### src/rtl/glb_stream_rx.sv
// glb_stream_rx: GLB stream receiver that buffers one flush-armed transfer of TX_SIZE words in a small FIFO toward the core
// Ports: clk; rst_n (asynchronous, active-high); flush (arm/restart strobe)
//        in_data/in_valid/in_ready (upstream side), out_data/out_valid/out_ready (core side)
//        tx_count (words delivered in this transfer), done (transfer fully delivered)
module glb_stream_rx #(
    parameter int DATA_WIDTH = 16,
    parameter int FIFO_DEPTH = 4,
    parameter int TX_SIZE    = 32
) (
    input  logic                  clk,
    input  logic                  rst_n,
    input  logic                  flush,
    input  logic [DATA_WIDTH-1:0] in_data,
    input  logic                  in_valid,
    output logic                  in_ready,
    output logic [DATA_WIDTH-1:0] out_data,
    output logic                  out_valid,
    input  logic                  out_ready,
    output logic [15:0]           tx_count,
    output logic                  done
);
    localparam int AW = $clog2(FIFO_DEPTH);
    localparam logic [AW:0] DEPTH = (AW + 1)'(FIFO_DEPTH);
    localparam logic [15:0] TX_LAST = 16'(TX_SIZE);
    typedef enum logic [1:0] {IDLE, ARMED, RUN, DONE} state_t;
    state_t state, state_nxt;
    logic [DATA_WIDTH-1:0] mem [FIFO_DEPTH];
    logic [AW-1:0] wr_ptr, rd_ptr;
    logic [AW:0] occ;
    logic [15:0] rx_count;
    logic flush_q, rise, fall, clear, push, pop;
    assign rise = flush & ~flush_q;
    assign fall = ~flush & flush_q;
    // a restart during or after a transfer wins over any same-cycle handshake
    assign clear = rise & (state == RUN || state == DONE);
    assign in_ready = state == RUN && occ < DEPTH && rx_count < TX_LAST;
    assign out_valid = occ != '0;
    assign out_data = out_valid ? mem[rd_ptr] : '0;
    assign push = in_valid & in_ready & ~clear;
    assign pop = out_valid & out_ready & ~clear;
    assign done = state == DONE;
    // tx_count can only equal TX_SIZE once every accepted word has left, so the empty test is a guard
    always_comb begin
        state_nxt = state;
        state_nxt = (rise && state != ARMED) ? ARMED :
                    (fall && state == ARMED) ? RUN :
                    (state == RUN && tx_count == TX_LAST && occ == '0) ? DONE : state;
    end
    always_ff @(posedge clk or posedge rst_n) begin
        if (rst_n) begin
            state    <= IDLE;
            flush_q  <= 1'b0;
            wr_ptr   <= '0;
            rd_ptr   <= '0;
            occ      <= '0;
            rx_count <= '0;
            tx_count <= '0;
        end else begin
            state   <= state_nxt;
            flush_q <= flush;
            if (clear) begin
                wr_ptr   <= '0;
                rd_ptr   <= '0;
                occ      <= '0;
                rx_count <= '0;
                tx_count <= '0;
            end else begin
                // power-of-two depth lets the pointers wrap by plain overflow
                if (push) begin
                    wr_ptr   <= wr_ptr + 1'b1;
                    rx_count <= rx_count + 16'd1;
                end
                if (pop) begin
                    rd_ptr   <= rd_ptr + 1'b1;
                    tx_count <= tx_count + 16'd1;
                end
                occ <= occ + (AW + 1)'(push) - (AW + 1)'(pop);
            end
        end
    end
    always_ff @(posedge clk) begin
        if (push) mem[wr_ptr] <= in_data;
    end
endmodule

### config.mk
export PLATFORM = sky130hd
export DESIGN_NAME = glb_stream_rx
export DESIGN_NICKNAME = d
export VERILOG_FILES = /design/src/rtl/glb_stream_rx.sv
export SDC_FILE = /design/constraint.sdc
export NUM_CORES = 1
export LEC_CHECK = 0
export ABC_AREA = 0
export CAP_MARGIN = 20
export CORE_MARGIN = 4
export CORE_UTILIZATION = 50
export DETAILED_ROUTE_END_ITERATION = 16
export PLACE_DENSITY = 0.73
export SKIP_CTS_REPAIR_TIMING = 1
export SLEW_MARGIN = 5
export SYNTH_ARGS = -nofsm -noshare
export SYNTH_HDL_FRONTEND = slang
export SYNTH_SLANG_ARGS = --single-unit
export TNS_END_PERCENT = 10
### constraint.sdc
create_clock -name clk -period 9 [get_ports clk]
set_input_delay 1.8 -clock clk [delete_from_list [all_inputs] [get_ports clk]]
set_output_delay 1.8 -clock clk [all_outputs]
set_load 0.005 [all_outputs]
=== After elaboration in Yosys (flattened, before gate mapping) ===
Memory sizes are Yosys's and may differ from the RTL's.
Cells that the tools add are included.

* Bits in latches: 0
* Memories: 1
* Memory bits (read-only): 0
* Word-level logic and storage cells: 58
* Bits in registers: 42
* Output and inout bits: 35
* Bits in writable memories: 64

* $add $sub $neg: 6
* Shift-type cells: 0
* Bitwise logic cells: 10
* Divide/modulo/power cells: 0
* Multipliers: 0
* Reduce and logical (&&, ||, !) cells: 12
* Eq/ne operators: 5
* Order comparisons: 2
* Muxes and demuxes: 15

{| class="wikitable"
|+ Memories
! memory !! words !! bits a word !! read ports !! clocked after memory_dff !! write ports !! line !! source
|-
| mem || 4 || 16 || 1 || 0 || 1 || 27 || <nowiki>logic [DATA_WIDTH-1:0] mem [FIFO_DEPTH];</nowiki>
|}

{| class="wikitable"
|+ Operators by type and width
! cell !! count
|-
| two-way mux 16 bit || 5
|-
| adder 16 x 1 -> 16 bit, second input constant || 2
|-
| equality test 16 x 6 -> 1 bit, second input constant || 1
|-
| < comparator 16 x 6 -> 1 bit, second input constant || 1
|-
| two-way mux 2 bit || 7
|-
| AND 1 bit || 7
|-
| logical AND 1 bit || 6
|-
| nonzero test 3 bit || 2
|-
| adder 2 x 1 -> 2 bit, second input constant || 2
|-
| equality test 2 bit, second input constant || 2
|-
| nonzero test 2 bit || 2
|-
| adder 3 x 1 -> 3 bit || 1
|-
| zero test 3 bit || 1
|-
| < comparator 3 bit, second input constant || 1
|-
| two-way mux 3 bit || 1
|-
| NOT 1 bit || 3
|-
| subtractor 3 x 1 -> 3 bit || 1
|-
| equality test 2 x 1 -> 1 bit, second input constant || 1
|-
| two-way mux 1 bit || 2
|-
| != test 2 x 1 -> 1 bit, second input constant || 1
|-
| logical OR 1 bit || 1
|}

=== Longest topological paths before layout ===
Gate-level depths: netlist of the first run.

* Depth after elaboration: 8
* Mapped depth: 11
* Gate-level depth less buffers: 11

=== Least setup slack after synthesis of the first run ===
Ideal clock, no wire load.

* Kind: input to register
* Start point: input in_valid
* End point: register occ[2]
* Buffers on the path: 0
* Stages: 11
* Setup time: 0.132 ns
* Arrival time: 4.078 ns
* Setup slack: 4.791 ns
* Cells stage by stage: or3b_2 > nor4_2 > nand2_1 > ha_1 > inv_1 > ha_1 > inv_1 > fa_1 > xor2_1 > xnor2_1 > nor2_1

* Cells in the longest elaborated chain, start to end: 5

{| class="wikitable"
|+ Ends and longest elaborated chain
! what !! line !! source
|-
| start, declared || 14 || <nowiki>input logic in_valid,</nowiki>
|-
| AND 1 bit (2 in series) || 39 || <nowiki>assign push = in_valid & in_ready & ~clear;</nowiki>
|-
| adder 3 x 1 -> 3 bit || 77 || <nowiki>occ <= occ + (AW + 1)'(push) - (AW + 1)'(pop);</nowiki>
|-
| subtractor 3 x 1 -> 3 bit || 77 ||
|-
| two-way mux 3 bit || 61 || <nowiki>if (clear) begin</nowiki>
|-
| end signal, assigned || 77 ||
|-
| end, declared || 29 || <nowiki>logic [AW:0] occ;</nowiki>
|}

Every way passes these cells.
A chain may end at the register's enable or synchronous reset.

=== Final worst setup path of the first run ===
Ends and elaborated chain as after synthesis.

==> results_dict.tcl, run 1 <==
set metrics [dict create \
    status "finished, final reports clean" \
    leakage_nw 1.993 \
    fmax_ghz 0.2160 \
    ctsLongestPathBuffers 2 \
    syn_area_um2 4473 \
    ant_nets 0 \
    wl_um 8012 \
    synthCells 304 \
    grt_max_degree 43 \
    cts.sinks 106 \
    place_hpwl_um 5165 \
    drive_gt1_share_pct 11.54 \
    htree_num_levels 3 \
    synth-edff-count 64 \
    critPathMaxFanout 10 \
    path_class "in -> reg" \
    finalSetupViolCount 0 \
    grt.total_usage_pct 16.64 \
    worstPathArrival_ns 4.86 \
    slew_headroom_pct 37.08 \
    r2r_cells 11 \
    hold_class "reg -> reg" \
    fin_ws_ns 4.370 \
    row_count 34 \
    pin_count 56 \
    peakVddDrop_mv 0.09841 \
    fin_crit_ns 4.630 \
    start_util_pct 51.29 \
    clkTransAtPathRegs_ns 0.10 \
    ys_seq_elements 106 \
    dieWidth_um 102.6 \
    synth_area_per_cell_um2 14.71 \
    power_w 0.001277 \
    skew_ns 0.01155 \
    finalHoldViolCount 0 \
    ys_warn_count 0 \
    start_kind "input pin" \
    postLayoutCoreUtil_pct 61.09 \
    detail_route.wl_per_cell_um 16.97 \
    synth.distinct_cells 43 \
    drc 0 \
    fin_crit_sh_pct 51.45 \
    synthesis.nets 335 \
    rsz0062_at_grt "no" \
    nFillCells 674 \
    cellPowerDensity_nw_per_um2 239.6 \
    antenna_found_initial 0 \
    ys_seq_area_share_pct 66.46 \
    yosys-top-cells-area "edfxtp_1, dfrtp_1, mux4_2, and2_1, ha_1" \
    diodes 0 \
    grt_pass1_vias 2668 \
    maxCapViolations 0 \
    worst_pin_slew_ns 0.9361 \
    vias_per_cell 5.631 \
    clock_latency_ns 0.37 \
    worstSetupEndpointType "flip-flop" \
    dieArea_um2 10520 \
    drt_iter0_markers 72 \
    syn_to_final_growth_pct 19.10 \
    synthArstFlopShare_pct 39.62 \
    synth_top_area_share_pct 42.97 \
    overflow 0 \
    whs_path_depth 1 \
    die_y_um 102.6 \
    vias 2658 \
    first_pass_iters 4 \
    io_buffers 55 \
    routabilityCongestion 0.7846 \
    fin_tns_setup_ns 0 \
    cts_root_buf "clkbuf_8" \
    cts_made_buffers 9 \
    yosys.area.top_type "edfxtp_1" \
    fin_nets 390 \
    pre_cts_ws_ns 4.028 \
    cts_tree "built" \
    fp.coreArea_um2 8721 \
    grt_pass1_wl_um 13270 \
    drv_slew 0 \
    crit_required_ns 9.23 \
    synth_ff_type "edfxtp_1" \
]
-- registers in the layout, indices dropped and copies added (netlist names) --
signal / flops
mem: 64
rx_count: 16
tx_count: 16
occ: 3
rd_ptr: 2
state: 2
wr_ptr: 2
flush_q: 1
-- where the power goes --
group	internal, W	switching, W
logic	0.000246	0.000143
clock network	0.000106	0.000166
registers	0.000553	0.0000633
total	0.000904	0.000372
-- layout by cell type (no fill, tap or decap), types with 8 or more instances in the layout --
master / synthesis / layout
and2_1: 28 / 28
edfxtp_1: 64 / 64
clkbuf_8: 0 / 9
xnor2_1: 8 / 8
ha_1: 9 / 9
nor2_1: 20 / 20
nand3_1: 8 / 8
mux4_2: 16 / 16
clkdlybuf4s50_1: 0 / 55
dfrtp_1: 42 / 42
a21oi_1: 11 / 11
nand2_1: 12 / 12
inv_1: 9 / 9
xor2_1: 8 / 8
-- synth_stat cells, types with 2 or more instances --
master and count:
edfxtp_1 64, dfrtp_1 42, and2_1 28, nor2_1 20, mux4_2 16, nand2_1 12, a21oi_1 11, clkbuf_1 10
ha_1 9, inv_1 9, nand3_1 8, xnor2_1 8, xor2_1 8, o21ai_0 7, or3_1 6, and3_1 5
nand4_1 5, nor3_1 4, and4_1 3, nor4b_1 3, nand2b_1 2, o31ai_1 2, or4_1 2
-- area by class of cell --
class	count	area, µm²	area share [%]
clock buffers	9	123.9	2.325
well taps	108	135.1	2.536
flip-flops and latches	106	2973	55.80
clock inverters	7	61.31	1.151
repair buffers	57	585.6	10.99
inverters	9	33.78	0.6341
multi-input cells	176	1415	26.56
-- metal layers --
metal | global-route usage [%] | vias up | share of wire [%]
li1 | - | 1228 | -
met4 | 3.935 | 0 | 0.86
met5 | 0 | - | 0
met1 | 22.08 | 1344 | 43
met2 | 27.21 | 77 | 50
met3 | 5.074 | 9 | 5.7
-- stage by stage --
stage,hold WS [ns],cells,cell area [µm²]
2_1_floorplan,0.4437,304,4473
3_3_place_gp,0.4604,455,5115
3_5_place_dp,0.4649,455,5115
4_1_cts,0.4941,471,5300
5_1_grt,0.5040,472,5328
6_report,0.4874,472,5328
-- worst paths after layout --
| path | slack (ns) | end | start |
|---|---|---|---|
| setup / recovery | 4.37 | occ[2] | in_valid |
| hold / removal | 0.49 | rx_count[15] | rx_count[15] |
| setup reg to reg | 5.63 | occ[2] | rx_count[12] |
| hold reg to reg | 0.49 | rx_count[15] | rx_count[15] |
| max in group asynchronous | 6.76 | wr_ptr[1] | rst_n |
| min in group asynchronous | 1.87 | tx_count[3] | rst_n |
-- worst max-delay path, cell delays in order --
cell and delay (ns):
clkdlybuf4s50_1 0.45, or3b_2 0.46, nor4_2 0.71, nand2_1 0.16, ha_1 0.31, inv_1 0.05
ha_1 0.13, inv_1 0.05, fa_1 0.37, xor2_1 0.17, xnor2_1 0.13, nor2_1 0.06
-- cell families after synthesis --
group           after synthesis  share of synthesized area (%)
simple gates                108                          13.99
flops                       106                          66.46
compound gates               25                          3.273
buf+inv                      22                          1.902
mux                          17                          8.280
xor+xnor                     16                          3.133
fa+ha+maj                    10                          2.965
Power figures use the tool's default switching activity.
==> inputs of run 2 (changes only) <==
- clock period: 9 -> 4.85 ns (I/O delays scaled with it)
==> run 2 against run 1 <==
Against the previous run:
- first-iteration DRC count grew 74%
- total power grew 83%
- clock power grew 78%
- worst hold slack gained 0.011 ns
- wire length grew 0.72%
- largest cell class unchanged
- utilization shrank 0.16 points
- non-clock buffer count grew 1
- clock skew shrank 0.00091 ns
- sequential power grew 87%
- critical path depth shrank 8
- combinational power grew 79%
==> results_dict.tcl, run 2 (same netlist as run 1, synthesis figures left out) <==
set metrics [dict create \
    pin_count 56 \
    drv_slew 0 \
    antenna_found_initial 0 \
    hp-start "rx_count[6]" \
    drt_iter0_markers 125 \
    syn_to_final_growth_pct 18.80 \
    row_count 34 \
    stdcell_area_um2 5314 \
    fin_crit_sh_pct 71.72 \
    wl_met3_um 430 \
    dieWidth_um 102.6 \
    whs_path_depth 1 \
    largest_reg_flops 64 \
    cellPowerDensity_nw_per_um2 438.8 \
    top_register "mem" \
    critPathMaxFanout 12 \
    clkTransAtPathRegs_ns 0.10 \
    worstPathArrival_ns 2.51 \
    leakage_nw 1.985 \
    cts.sinks 106 \
    path_class "reg -> out" \
    cpPeakStageDelay_ns 0.81 \
    wl_met2_um 4065 \
    layout_commonest_cell "edfxtp_1" \
    io_buffers 55 \
    placed_cells 457 \
    die_y_um 102.6 \
    wl_um 8070 \
    fin_crit_ns 3.478 \
    first_pass_iters 6 \
    m1WireLength_um 3501 \
    critical_path.startpoint "rd_ptr[0]" \
    slew_headroom_pct 42.94 \
    overflow 0 \
    path_cells "buf_8, mux4_2, and2_1, clkdlybuf4s50_1" \
    start_util_pct 51.29 \
    routabilityCongestion 0.7889 \
    finalSetupViolCount 0 \
    start_kind "flip-flop" \
    peakVddDrop_mv 0.1952 \
    fp.coreArea_um2 8721 \
    crit_required_ns 3.88 \
    vias_per_cell 5.512 \
    r2r_start "rx_count[12]" \
    cts_tree "built" \
    grt_pass1_vias 2651 \
    skew_ns 0.01064 \
    worstSetupEndpointType "primary output" \
    fin_nets 391 \
    grt_max_degree 43 \
    clock_latency_ns 0.36 \
    status "finished, final reports clean" \
    placed_area_um2 5137 \
    hold_class "reg -> reg" \
    finalHoldViolCount 0 \
    power_w 0.002332 \
    r2r_cells 12 \
    cp-endpoint "out_data[12]" \
    maxCapViolations 0 \
    cts_root_buf "clkbuf_8" \
    grt.total_usage_pct 16.22 \
    reg2reg_slack_ns 1.94 \
    cts_made_buffers 9 \
    worst_pin_slew_ns 0.8559 \
    ant_nets 0 \
    place_hpwl_um 5292 \
    reg_top3 "mem (64), rx_count (16), tx_count (16)" \
    rsz0062_at_grt "no" \
    fin_tns_setup_ns 0 \
    fmax_ghz 0.2875 \
    diodes 0 \
    mostFrequentLayoutCells "edfxtp_1, clkdlybuf4s50_1, dfrtp_1" \
    detail_route.wl_per_cell_um 17.06 \
    critPathSlowestCell "dfrtp_1" \
    grt_pass1_wl_um 12990 \
    instances_no_fill 473 \
    top_layer_used "met4" \
    fin_ws_ns 1.372 \
    htree_num_levels 3 \
    vias 2607 \
    ctsLongestPathBuffers 2 \
    drive_gt1_share_pct 11.51 \
    pre_cts_ws_ns 1.113 \
    dieArea_um2 10520 \
    rr_endpoint "occ[2]" \
    drc 0 \
]
[run 2: per-layer routing]
metal / vias up / GRT usage (%)
met2: 71 / 28.15
met4: 0 / 2.725
li1: 1225 / -
met5: - / 0
met3: 14 / 5.751
met1: 1297 / 19.95
[run 2: layout make-up]
class,instances,area [µm²]
Clock buffer,9,123.9
Clock inverter,7,52.55
Fill cell,678,3407
Inverter,9,33.78
Multi-Input combinational cell,176,1415
Sequential cell,106,2973
Tap cell,108,135.1
Timing Repair Buffer,58,580.6
[run 2: worst min-delay path by stage]
| stage | end | slack [ns] |
|---|---|---|
| 2_1_floorplan | rx_count[15] | 0.44 |
| 3_3_place_gp | rx_count[12] | 0.46 |
| 3_5_place_dp | rx_count[12] | 0.47 |
| 4_1_cts | rx_count[6] | 0.50 |
| 5_1_grt | rx_count[6] | 0.51 |
| 6_report | rx_count[6] | 0.50 |
[run 2: critical path, delay by kind of cell (launching register included)]
family / cells / cell delay (ns)
buffers and inverters: 2 / 0.67
flip-flops: 1 / 0.81
multiplexers: 1 / 0.49
AND/OR/NAND/NOR: 1 / 0.18
[run 2: report_power, final]
group / total (W) / switching, W / internal, W
clock network: 0.000485 / 0.000295 / 0.000190
logic: 0.000696 / 0.000249 / 0.000447
registers: 0.00115 / 0.000125 / 0.00103
[run 2: per-stage QoR]
step                utilization, %  hold slack [ns]
CTS                          60.93           0.5032
detailed placement           58.91           0.4671
finish                       60.93           0.4984
global placement             58.74           0.4623
floorplan                        -           0.4437
global route                 60.93           0.5113
==> inputs of run 3 (changes only) <==
- clock period: 4.85 -> 3.27 ns (I/O delays scaled with it)
==> run 3 against run 2 <==
Against the previous run:
- register-to-register slack got worse by 1.4 ns
- final area increased by 1.8%
- die area unchanged
- largest power group unchanged
- non-clock buffer count increased by 9
- sequential share of layout area decreased by 1.0 points
- worst hold slack got worse by 0.0078 ns
- global-route usage increased by 0.59 points
- clock power increased by 66%
- via count increased by 1.0%
- largest cell class unchanged
- sequential power increased by 43%
==> results_dict.tcl, run 3 (same netlist as run 1, synthesis figures left out) <==
set metrics [dict create \
    status "finished, final reports clean" \
    critPathMaxFanout 5 \
    clkTransAtPathRegs_ns 0.10 \
    ant_nets 0 \
    critical_path.top_delay_family "simple AND/OR/NAND/NOR gates" \
    pre_cts_ws_ns -0.01430 \
    worstSetupEndpointType "primary output" \
    top_register "mem" \
    first_pass_iters 6 \
    cts_made_buffers 9 \
    row_count 34 \
    grt_max_degree 43 \
    finalSetupViolCount 0 \
    clock_latency_ns 0.37 \
    cts.sinks 106 \
    reg_top3 "mem (64), rx_count (16), tx_count (16)" \
    die_y_um 102.6 \
    grt_pass1_wl_um 13630 \
    routabilityCongestion 0.7408 \
    overflow 0 \
    pin_count 56 \
    fin_nets 400 \
    skew_ns 0.01496 \
    slew_headroom_pct 61.51 \
    grt_pass1_vias 2721 \
    power_w 0.003560 \
    cts_root_buf "clkbuf_8" \
    drc 0 \
    whs_ns 0.4906 \
    ctsLongestPathBuffers 2 \
    path_cells "or4b_4, or3_2, nor3_1, clkdlybuf4s50_1" \
    multi_input_area_um2 1415 \
    crit_required_ns 2.62 \
    detail_route.wl_per_cell_um 16.55 \
    nFillCells 668 \
    regArea_um2 2973 \
    postLayoutCoreUtil_pct 62.04 \
    cpPeakStageDelay_ns 0.56 \
    worstPathArrival_ns 2.44 \
    rsz0062_at_grt "no" \
    drive_gt1_share_pct 13.64 \
    start_kind "flip-flop" \
    fin_crit_sh_pct 94.60 \
    dieWidth_um 102.6 \
    io_buffers 55 \
    cellPowerDensity_nw_per_um2 658.0 \
    drv_slew 0 \
    place_hpwl_um 5249 \
    maxCapViolations 0 \
    vias 2633 \
    fmax_ghz 0.3233 \
    fin_crit_ns 3.093 \
    hold_class "reg -> reg" \
    largest_reg_flops 64 \
    dieArea_um2 10520 \
    grt.total_usage_pct 16.81 \
    cts_tree "built" \
    syn_to_final_growth_pct 20.95 \
    finalHoldViolCount 0 \
    layout_commonest_cell "edfxtp_1" \
    peakVddDrop_mv 0.3150 \
    mostFrequentLayoutCells "edfxtp_1, clkdlybuf4s50_1, dfrtp_1" \
    fp.coreArea_um2 8721 \
    worst-path-buf-inv 1 \
    wl_um 7976 \
    path_class "reg -> out" \
    diodes 0 \
    drt_iter0_markers 109 \
    leakage_nw 2.049 \
    critPathSlowestCell "or4b_4" \
    fin_ws_ns 0.1767 \
    htree_num_levels 3 \
    start_util_pct 51.29 \
    vias_per_cell 5.463 \
    antenna_found_initial 0 \
    worst_pin_slew_ns 0.5767 \
]
[run 3: area by class of cell]
type | count | area share (%)
flip-flops and latches | 106 | 54.95
inverters | 9 | 0.6244
multi-input cells | 176 | 26.16
well taps | 108 | 2.498
clock inverters | 7 | 1.411
clock buffers | 9 | 2.290
repair buffers | 67 | 12.07
[run 3: metrics by stage]
| stage | cells | cell area, µm² | TNS (ns) |
|---|---|---|---|
| 2_1_floorplan | 304 | 4473 | 0 |
| 3_3_place_gp | 466 | 5210 | 0 |
| 3_5_place_dp | 466 | 5210 | -0.01430 |
| 4_1_cts | 482 | 5410 | 0 |
| 5_1_grt | 482 | 5410 | 0 |
| 6_report | 482 | 5410 | 0 |
[run 3: final timing paths]
| check | cells after the start | to | start | slack [ns] |
|---|---|---|---|---|
| worst max-delay path | 4 | in_ready | occ[2] | 0.18 |
| min in group asynchronous | 3 | tx_count[6] | rst_n | 0.70 |
| worst min register to register | 1 | rx_count[14] | rx_count[14] | 0.49 |
| worst max register to register | 11 | occ[2] | rx_count[11] | 0.50 |
| worst min-delay path | 1 | rx_count[14] | rx_count[14] | 0.49 |
| max in group asynchronous | 3 | tx_count[14] | rst_n | 2.19 |
[run 3: per-layer routing]
metal	up-vias	share of wire [%]	global-route usage, %
li1	1251	-	-
met4	0	1.4	5.651
met5	-	0	0
met1	1308	46	23.24
met3	11	4.6	3.248
met2	63	48	27.01
[run 3: power by group]
group	switching, W	internal, W	total, W
Sequential	0.000116	0.00152	0.00164
Combinational	0.000443	0.000674	0.00112
Clock	0.000444	0.000361	0.000805
Total	0.00100	0.00256	0.00356
